--- src/rtl/e203_icb_arb_pkg.sv ---
// rtl/e203_icb_arb_pkg.sv - shared master-ID type and defaults for the DMA/LSU ICB arbiter
package e203_icb_arb_pkg;

    typedef logic icb_id_t;

    localparam icb_id_t M0_ID = 1'b0;
    localparam icb_id_t M1_ID = 1'b1;

    localparam int OUTS_DEPTH_DEF = 2;

endpackage

--- src/rtl/e203_icb_arb_idfifo.sv ---
// rtl/e203_icb_arb_idfifo.sv - in-order FIFO of master IDs for accepted commands
module e203_icb_arb_idfifo
    import e203_icb_arb_pkg::*;
#(
    parameter int DEPTH = OUTS_DEPTH_DEF
) (
    input  logic    clk,
    input  logic    rst,
    input  logic    push,
    input  icb_id_t push_id,
    input  logic    pop,
    output logic    full,
    output logic    empty,
    output icb_id_t head_id
);

    localparam int PTR_W = (DEPTH > 1) ? $clog2(DEPTH) : 1;
    localparam int CNT_W = $clog2(DEPTH + 1);

    icb_id_t            mem [DEPTH];
    logic [PTR_W-1:0]   wr_ptr;
    logic [PTR_W-1:0]   rd_ptr;
    logic [CNT_W-1:0]   count;

    function automatic logic [PTR_W-1:0] next_ptr(input logic [PTR_W-1:0] p);
        return (p == PTR_W'(DEPTH - 1)) ? '0 : p + 1'b1;
    endfunction

    assign full    = (count == CNT_W'(DEPTH));
    assign empty   = (count == '0);
    assign head_id = mem[rd_ptr];

    always_ff @(posedge clk) begin
        if (push) begin
            mem[wr_ptr] <= push_id;
        end
    end

    always_ff @(posedge clk) begin
        if (rst) begin
            wr_ptr <= '0;
            rd_ptr <= '0;
            count  <= '0;
        end else begin
            if (push) wr_ptr <= next_ptr(wr_ptr);
            if (pop)  rd_ptr <= next_ptr(rd_ptr);
            case ({push, pop})
                2'b10:   count <= count + 1'b1;
                2'b01:   count <= count - 1'b1;
                default: count <= count;
            endcase
        end
    end

endmodule

--- src/rtl/e203_dma_icb_arb.sv ---
// rtl/e203_dma_icb_arb.sv - LSU/DMA to SRAM ICB arbiter; E203_DMA_ICB_ARB_RR_EN selects round-robin
module e203_dma_icb_arb
    import e203_icb_arb_pkg::*;
#(
    parameter int ADDR_W     = 32,
    parameter int DATA_W     = 32,
    parameter int OUTS_DEPTH = OUTS_DEPTH_DEF
) (
    input  logic                clk,
    input  logic                rst,

    input  logic                m0_icb_cmd_valid,
    output logic                m0_icb_cmd_ready,
    input  logic [ADDR_W-1:0]   m0_icb_cmd_addr,
    input  logic                m0_icb_cmd_read,
    input  logic [DATA_W-1:0]   m0_icb_cmd_wdata,
    input  logic [DATA_W/8-1:0] m0_icb_cmd_wmask,
    output logic                m0_icb_rsp_valid,
    input  logic                m0_icb_rsp_ready,
    output logic                m0_icb_rsp_err,
    output logic [DATA_W-1:0]   m0_icb_rsp_rdata,

    input  logic                m1_icb_cmd_valid,
    output logic                m1_icb_cmd_ready,
    input  logic [ADDR_W-1:0]   m1_icb_cmd_addr,
    input  logic                m1_icb_cmd_read,
    input  logic [DATA_W-1:0]   m1_icb_cmd_wdata,
    input  logic [DATA_W/8-1:0] m1_icb_cmd_wmask,
    output logic                m1_icb_rsp_valid,
    input  logic                m1_icb_rsp_ready,
    output logic                m1_icb_rsp_err,
    output logic [DATA_W-1:0]   m1_icb_rsp_rdata,

    output logic                s_icb_cmd_valid,
    input  logic                s_icb_cmd_ready,
    output logic [ADDR_W-1:0]   s_icb_cmd_addr,
    output logic                s_icb_cmd_read,
    output logic [DATA_W-1:0]   s_icb_cmd_wdata,
    output logic [DATA_W/8-1:0] s_icb_cmd_wmask,
    input  logic                s_icb_rsp_valid,
    output logic                s_icb_rsp_ready,
    input  logic                s_icb_rsp_err,
    input  logic [DATA_W-1:0]   s_icb_rsp_rdata
);

    logic    full, empty, gnt_valid, cmd_hs, rsp_hs, rsp_en, lock_q;
    icb_id_t head_id, lock_id, win, tie_win;

`ifdef E203_DMA_ICB_ARB_RR_EN
    icb_id_t last_gnt;

    assign tie_win = (last_gnt == M0_ID) ? M1_ID : M0_ID;

    always_ff @(posedge clk) begin
        if (rst)         last_gnt <= M1_ID;
        else if (cmd_hs) last_gnt <= win;
    end
`else
    assign tie_win = M0_ID;
`endif

    always_comb begin
        win = M0_ID;
        if (lock_q)                                     win = lock_id;
        else if (m0_icb_cmd_valid && m1_icb_cmd_valid)  win = tie_win;
        else if (m1_icb_cmd_valid)                      win = M1_ID;
    end

    // A full ID FIFO blocks the grant outright so the cmd path never depends on rsp_ready.
    assign gnt_valid = ~rst & ~full & ((win == M1_ID) ? m1_icb_cmd_valid : m0_icb_cmd_valid);
    assign cmd_hs    = gnt_valid & s_icb_cmd_ready;

    assign s_icb_cmd_valid  = gnt_valid;
    assign s_icb_cmd_addr   = (win == M1_ID) ? m1_icb_cmd_addr  : m0_icb_cmd_addr;
    assign s_icb_cmd_read   = (win == M1_ID) ? m1_icb_cmd_read  : m0_icb_cmd_read;
    assign s_icb_cmd_wdata  = (win == M1_ID) ? m1_icb_cmd_wdata : m0_icb_cmd_wdata;
    assign s_icb_cmd_wmask  = (win == M1_ID) ? m1_icb_cmd_wmask : m0_icb_cmd_wmask;
    assign m0_icb_cmd_ready = cmd_hs & (win == M0_ID);
    assign m1_icb_cmd_ready = cmd_hs & (win == M1_ID);

    always_ff @(posedge clk) begin
        if (rst) begin
            lock_q  <= 1'b0;
            lock_id <= M0_ID;
        end else if (gnt_valid && !s_icb_cmd_ready) begin
            lock_q  <= 1'b1;
            lock_id <= win;
        end else if (cmd_hs) begin
            lock_q  <= 1'b0;
        end
    end

    assign rsp_en           = ~rst & ~empty;
    assign s_icb_rsp_ready  = rsp_en & ((head_id == M1_ID) ? m1_icb_rsp_ready : m0_icb_rsp_ready);
    assign m0_icb_rsp_valid = rsp_en & (head_id == M0_ID) & s_icb_rsp_valid;
    assign m1_icb_rsp_valid = rsp_en & (head_id == M1_ID) & s_icb_rsp_valid;
    assign m0_icb_rsp_err   = s_icb_rsp_err;
    assign m1_icb_rsp_err   = s_icb_rsp_err;
    assign m0_icb_rsp_rdata = s_icb_rsp_rdata;
    assign m1_icb_rsp_rdata = s_icb_rsp_rdata;
    assign rsp_hs           = s_icb_rsp_valid & s_icb_rsp_ready;

    e203_icb_arb_idfifo #(
        .DEPTH   (OUTS_DEPTH)
    ) u_idfifo (
        .clk     (clk),
        .rst     (rst),
        .push    (cmd_hs),
        .push_id (win),
        .pop     (rsp_hs),
        .full    (full),
        .empty   (empty),
        .head_id (head_id)
    );

endmodule

--- config.mk ---
export PLATFORM = sky130hd
export DESIGN_NAME = e203_dma_icb_arb
export DESIGN_NICKNAME = d
export VERILOG_FILES = /design/src/rtl/e203_icb_arb_pkg.sv /design/src/rtl/e203_icb_arb_idfifo.sv /design/src/rtl/e203_dma_icb_arb.sv
export SDC_FILE = /design/constraint.sdc
export NUM_CORES = 1
export LEC_CHECK = 0
export CAP_MARGIN = 25
export CORE_AREA = 2 2 126 128
export CTS_BUF_LIST = sky130_fd_sc_hd__clkbuf_8 sky130_fd_sc_hd__clkbuf_16
export DETAILED_ROUTE_END_ITERATION = 12
export DIE_AREA = 0 0 128 130
export SYNTH_ARGS = -nofsm -noshare
export SYNTH_HDL_FRONTEND = slang
export SYNTH_SLANG_ARGS = --single-unit
--- constraint.sdc ---
create_clock -name clk -period 4.1 [get_ports clk]
set_clock_uncertainty 0.2 [all_clocks]
set_input_delay 0.82 -clock clk [delete_from_list [all_inputs] [get_ports clk]]
set_output_delay 0.82 -clock clk [all_outputs]
set_load 0.02 [all_outputs]
[Yosys cells after proc, flatten, opt, wreduce, memory -nomap -nowiden]
Memories as Yosys holds them, arrays and structs flattened. A register that Yosys moved wholly into a read port is not among the register bits.
Cells that the tools add are included.
Cells by class
  equal/unequal tests: 3
  bitwise logic cells: 17
  add/sub/neg operators: 4
  reduce and logical (&&, ||, !) cells: 6
  multiplexer cells: 18
Operators with widths (count)
  $mux W32: 2
  $mux W1: 14
  $and A1 B1 Y1: 12
  $not A1 Y1: 5
  $eq A2 B2 Y1 const B: 2
  $mux W4: 1
  $pmux W2 S2: 1
  $reduce_bool A2 Y1: 2
  $add A1 B1 Y1 const B: 2
  $add A2 B1 Y2 const B: 1
  $eq A2 B1 Y1 const B: 1
  $logic_and A1 B1 Y1: 2
  $logic_not A2 Y1: 1
  $sub A2 B1 Y2 const B: 1
  $logic_not A1 Y1: 1
Storage, ports and cells
  register bits after elaboration: 6
  memories kept: 1
  memory bits (writable): 2
Memories
  u_idfifo.mem: depth 2, width 1, read ports 1, clocked after memory_dff 1, write ports 1, RTL line e203_icb_arb_idfifo.sv:20  | icb_id_t mem [DEPTH];

[Logic depth before layout (Yosys ltp)]
  word-level depth: 8
  mapped depth: 8

[Hierarchy]
A second synthesis with hierarchy kept.
Second synthesis, totals
  cells, all modules: 189
  area total of the unflattened synthesis: 1876.8 sq um
Modules (own cells, without submodules)
  e203_dma_icb_arb: area an instance 1600.3 sq um, seq. area each 40.0 sq um, times used 1, cells an instance 164
  e203_icb_arb_idfifo: area an instance 276.5 sq um, seq. area each 160.2 sq um, times used 1, cells an instance 25

[Worst setup path before layout]
No wires, ideal clock.
  path kind: input to output
  start point: in m1_icb_cmd_valid
  end point: out m0_icb_cmd_ready
  stages: 5
  path slack: 1.134 ns
  buffers on the path: 1
  data arrival time: 1.946 ns
  cell sequence: nor3b_1 -> a21oi_2 -> buf_2 -> inv_1 -> nor3_1
Between the ends
  word-level cells in the longest chain between the ends: 7
  elaborated cells on any way between the ends: 9
Ends and longest elaborated chain
  start, declared: RTL line e203_dma_icb_arb.sv:23  | input logic m1_icb_cmd_valid,
  $mux W1 / $logic_and A1 B1 Y1 (equally long branches): RTL line e203_dma_icb_arb.sv:66, e203_dma_icb_arb.sv:65
  $mux W1 *: RTL line e203_dma_icb_arb.sv:65  | else if (m0_icb_cmd_valid && m1_icb_cmd_valid) win = tie_win;
  $mux W1 *: RTL line e203_dma_icb_arb.sv:64  | if (lock_q) win = lock_id;
  named net u_idfifo.push_id: RTL line e203_icb_arb_idfifo.sv:10  | input icb_id_t push_id,
  $mux W1: RTL line e203_dma_icb_arb.sv:70  | assign gnt_valid = ~rst & ~full & ((win == M1_ID) ? m1_icb_cmd_valid : m0_icb_cmd_valid);
  $and A1 B1 Y1: RTL line e203_dma_icb_arb.sv:70
  $and A1 B1 Y1: RTL line e203_dma_icb_arb.sv:71  | assign cmd_hs = gnt_valid & s_icb_cmd_ready;
  $and A1 B1 Y1 *: RTL line e203_dma_icb_arb.sv:78  | assign m0_icb_cmd_ready = cmd_hs & (win == M0_ID);
  end, declared: RTL line e203_dma_icb_arb.sv:13  | output logic m0_icb_cmd_ready,
Mark *: on every way through the listed nets, which the timed path passes. The rest lies on a longest branch.

[Worst setup path after layout]
  start point: in m1_icb_cmd_valid
  end point: out s_icb_cmd_wdata[14]
Between the ends
  word-level cells in the longest chain between the ends: 4
  elaborated cells on any way between the ends: 5
Ends and longest elaborated chain
  $mux W1 / $logic_and A1 B1 Y1 (equally long branches): RTL line e203_dma_icb_arb.sv:66, e203_dma_icb_arb.sv:65
  $mux W1 *: RTL line e203_dma_icb_arb.sv:65
  $mux W1 *: RTL line e203_dma_icb_arb.sv:64
  $mux W32 *: RTL line e203_dma_icb_arb.sv:76  | assign s_icb_cmd_wdata = (win == M1_ID) ? m1_icb_cmd_wdata : m0_icb_cmd_wdata;
  end, declared: RTL line e203_dma_icb_arb.sv:38  | output logic [DATA_W-1:0] s_icb_cmd_wdata,
Mark *: on every way between the ends. The rest lies on a longest branch, timed or not.

==> metrics.md <==
| Metric | Value |
|---|---|
| Top_reg_cell synth | dfxtp_1 |
| CP Capture Type | output pin |
| Clock transition at path regs | 40 ps |
| VDD IR max | slightly below 0.08 mV |
| Routability cong. | around 0.8 |
| Post-synthesis sequential area ratio | between 10% and 20% |
| Post-Route WL | about 9000 um |
| Crit path cell chain | clkdlybuf4s50_1, nor3b_1, a21oi_4, buf_12, mux2_2, clkdlybuf4s50_1 |
| Reg-to-Reg Start | lock_q$_SDFFE_PP0P_ |
| Syn Nets | approximately 370 |
| Placed Area | roughly 3700 um2 |
| DP HPWL | approximately 7900 um |
| Synth cell count leaders | mux2_2 (69), buf_4 (66), buf_2 (8) |
| HP Class | reg -> reg |
| Netlist cell types | 27 |
| F_max | roughly 260 MHz |
| Area Growth Syn to Fin | 113% |
| Antenna Nets Post-Route | 0 |
| Design Area, Final | about 3800 um2 |
| Clock net sink count | 9 |
| Worst setup endpoint | s_icb_cmd_wdata[14] |
| Setup bufs post-CTS | 0 |
| Multi-input gate area | 1050 um2 |
| Static Leak | around 0.0014 uW |
| FFs w/ async S/R, synth | 0% |
| Most used cell, CP | clkdlybuf4s50_1 |
| Gate Count Post-Synth | between 150 and 200 |
| CP startpoint kind | primary input |
| Final Hold Viols | 0 |
| Slew headroom | 73.6% |
| Vias in the first global route | roughly 2000 |
| TritonCTS Buffers | 3 |
| RR Endpoint | u_idfifo.count[1]$_SDFFE_PP0P_ |
| Initial Util | 11.6% |
| All-Layer GR Usage | a little under a tenth |
| Min cycle time layout | just under 4000 ps |
| CTS Root Cell | clkbuf_16 |
| Slowest-stage cell, CP | clkdlybuf4s50_1 |
| Vias/cell | roughly 3.5 |
| CTS tree | built |
| CP Class | in -> out |
| Unrepaired setup endpoints after global routing | no |
| Post-Syn Area | 1790 um2 |
| Final Max Slew Viols | 0 |
| Core Region | 15400 um2 |
| DR vias | about 1900 |
| Final net count | 526 |
| Yosys top cell area share | around 43% |
| IO Port Bufs | 220 |
| EDFF count, synth | 2 |
| Largest net degree at the start of global routing | around 50 |
| DRC viols | 0 |
| Die width | ~130 um |
| Syn_area_per_cell | just over 9 um2 |
| Maxcap violations | 0 |
| CTS resizes | 0 |
| Die Y | 130 um |
| Critical path data arrival time | around 2900 ps |
| Post-cts hold buffer count | 0 |
| Die area | 16600 um2 |
| CP startpoint | m1_icb_cmd_valid |
| WP data required | 3080 ps |
| Crit path max fanout | 50 |
| Slew @ Worst Pin | slightly below 400 ps |
| Fin crit share | a little over nine tenths |
| Crit path largest cell delay | roughly 630 ps |
| Synth area leaders | mux2_2 (43%), buf_4 (28%), dfxtp_1 (7.8%), edfxtp_1 (3.4%), buf_2 (2.2%) |
| CP Depth | 6 |
| Largest area contributor in the netlist | mux2_2 |
| Global route overflow | 0 |
| Power density over the cells | 200 nW/um2 |
| Count leader, synth | mux2_2 |
| R2R setup slack | between 1500 and 2000 ps |
| Io pins | 320 |
| Clock Path Buffers | 2 |
| Ys Warns | 0 |
| Reg2Reg Depth | 6 |
| Sequential cell area | between 200 and 250 um2 |
| Buffers plus inverters on the worst setup path | 3 |
| Fillers | 1673 |
| Outcome | finished, final reports clean |
| Initial antenna violation count | 0 |
| Initial DRC count | 44 |
| Setup tns final | 0 ps |
| Clock latency on the worst-skew pair | 230 ps |
| Pre-antenna DRT Iters | 4 |
| Seq cells post-synth | 9 |
| FP Rows | 46 |
| Delay-heaviest family, CP | buffers and inverters |
| WL per Instance | 16.7 um |
| Diode count | 0 |
| First-pass GRT wire length | 12000 um |
| H-tree depth | 1 |
| Share of post-route cells with drive strength above 1 | between 20% and 30% |
| Setup violators final | 0 |
==> per-stage QoR <==
step / cells / setup slack [ps] / hold WS [ps] / power [uW] / util (%)
3_3_place_gp: 533 / 164 / 260 / 594 / 24.2
2_1_floorplan: 193 / 1130 / 246 / 400 / -
4_1_cts: 537 / 179 / 301 / 772 / 24.7
3_5_place_dp: 533 / 204 / 295 / 597 / 24.2
5_1_grt: 537 / 83.8 / 335 / 799 / 24.7
6_report: 537 / 205 / 298 / 763 / 24.7
==> per-layer routing <==
metal  global-route usage (%)  wire length (um)  part of all wire, %  vias up
li1                         -                 -                    -      914
met1                     12.6              3710                   41      846
met2                     15.7              4440                   50      112
met3                     2.26               625                  7.0       19
met4                     2.20               171                  1.9        0
met5                        0                 0                    0        -
==> worst min path at each step <==
stage / from / end / slack, ps / depth (start not counted)
final: u_idfifo.wr_ptr$_SDFFE_PP0N_ / u_idfifo.wr_ptr$_SDFFE_PP0N_ / 300 / 1
after global routing: u_idfifo.wr_ptr$_SDFFE_PP0N_ / u_idfifo.wr_ptr$_SDFFE_PP0N_ / 340 / 1
after CTS: u_idfifo.wr_ptr$_SDFFE_PP0N_ / u_idfifo.wr_ptr$_SDFFE_PP0N_ / 300 / 1
after detailed placement: u_idfifo.wr_ptr$_SDFFE_PP0N_ / u_idfifo.wr_ptr$_SDFFE_PP0N_ / 290 / 1
after global placement: u_idfifo.wr_ptr$_SDFFE_PP0N_ / u_idfifo.wr_ptr$_SDFFE_PP0N_ / 260 / 1
after floorplan: u_idfifo.wr_ptr$_SDFFE_PP0N_ / u_idfifo.wr_ptr$_SDFFE_PP0N_ / 250 / 1
==> cells in the final DEF, fill, tap and decap left out, drive strengths merged <==
cell type / netlist / layout
clkdlybuf4s50: 0 / 220
mux2: 69 / 69
dfxtp: 7 / 7
nor2: 6 / 6
inv: 3 / 4
mux2i: 4 / 4
nand2: 4 / 4
a21oi: 4 / 4
nor3: 3 / 3
clkbuf: 0 / 3
nor2b: 2 / 2
o21ai: 2 / 2
or3: 2 / 2
edfxtp: 2 / 2
buf: 74 / 2
and3b: 1 / 1
a2111oi: 1 / 1
o211ai: 1 / 1
nor3b: 1 / 1
and3: 1 / 1
xor2: 1 / 1
o211a: 1 / 1
nor4: 1 / 1
a32o: 1 / 1
xnor2: 1 / 1
ha: 1 / 1
==> logic make-up (layout without fill, tap and decap cells) <==
kind of cell,count (synthesis),after routing,synth area share (%)
compound gates,10,10,4.96
flops,9,9,11.2
mux,73,73,45.6
simple gates,21,21,6.08
fa+ha+maj,1,1,0.698
buf+inv,77,229,30.5
xor+xnor,2,2,0.978
==> worst register-to-register path, stage by stage, from the launching register on <==
cell and delay, ps:
dfxtp_1 440, mux2i_1 160, a2111oi_4 480, nand2_2 150, ha_1 330, or3_1 370, a21oi_1 140
==> final cells by class <==
class	count	area share [%]
clock inverters	1	0.0985
multi-input cells	107	27.6
inverters	3	0.295
well taps	192	6.30
flip-flops and latches	9	5.25
repair buffers	222	58.5
clock buffers	3	1.97
==> power by group <==
group	leakage (uW)	internal, uW	switching, uW	total [uW]
combinational	0.00128	298	192	490
sequential	0.0000758	97.1	6.49	104
clock	0.0000423	127	41.6	169
total	0.00140	523	240	763
(Power assumes the default switching activity.)
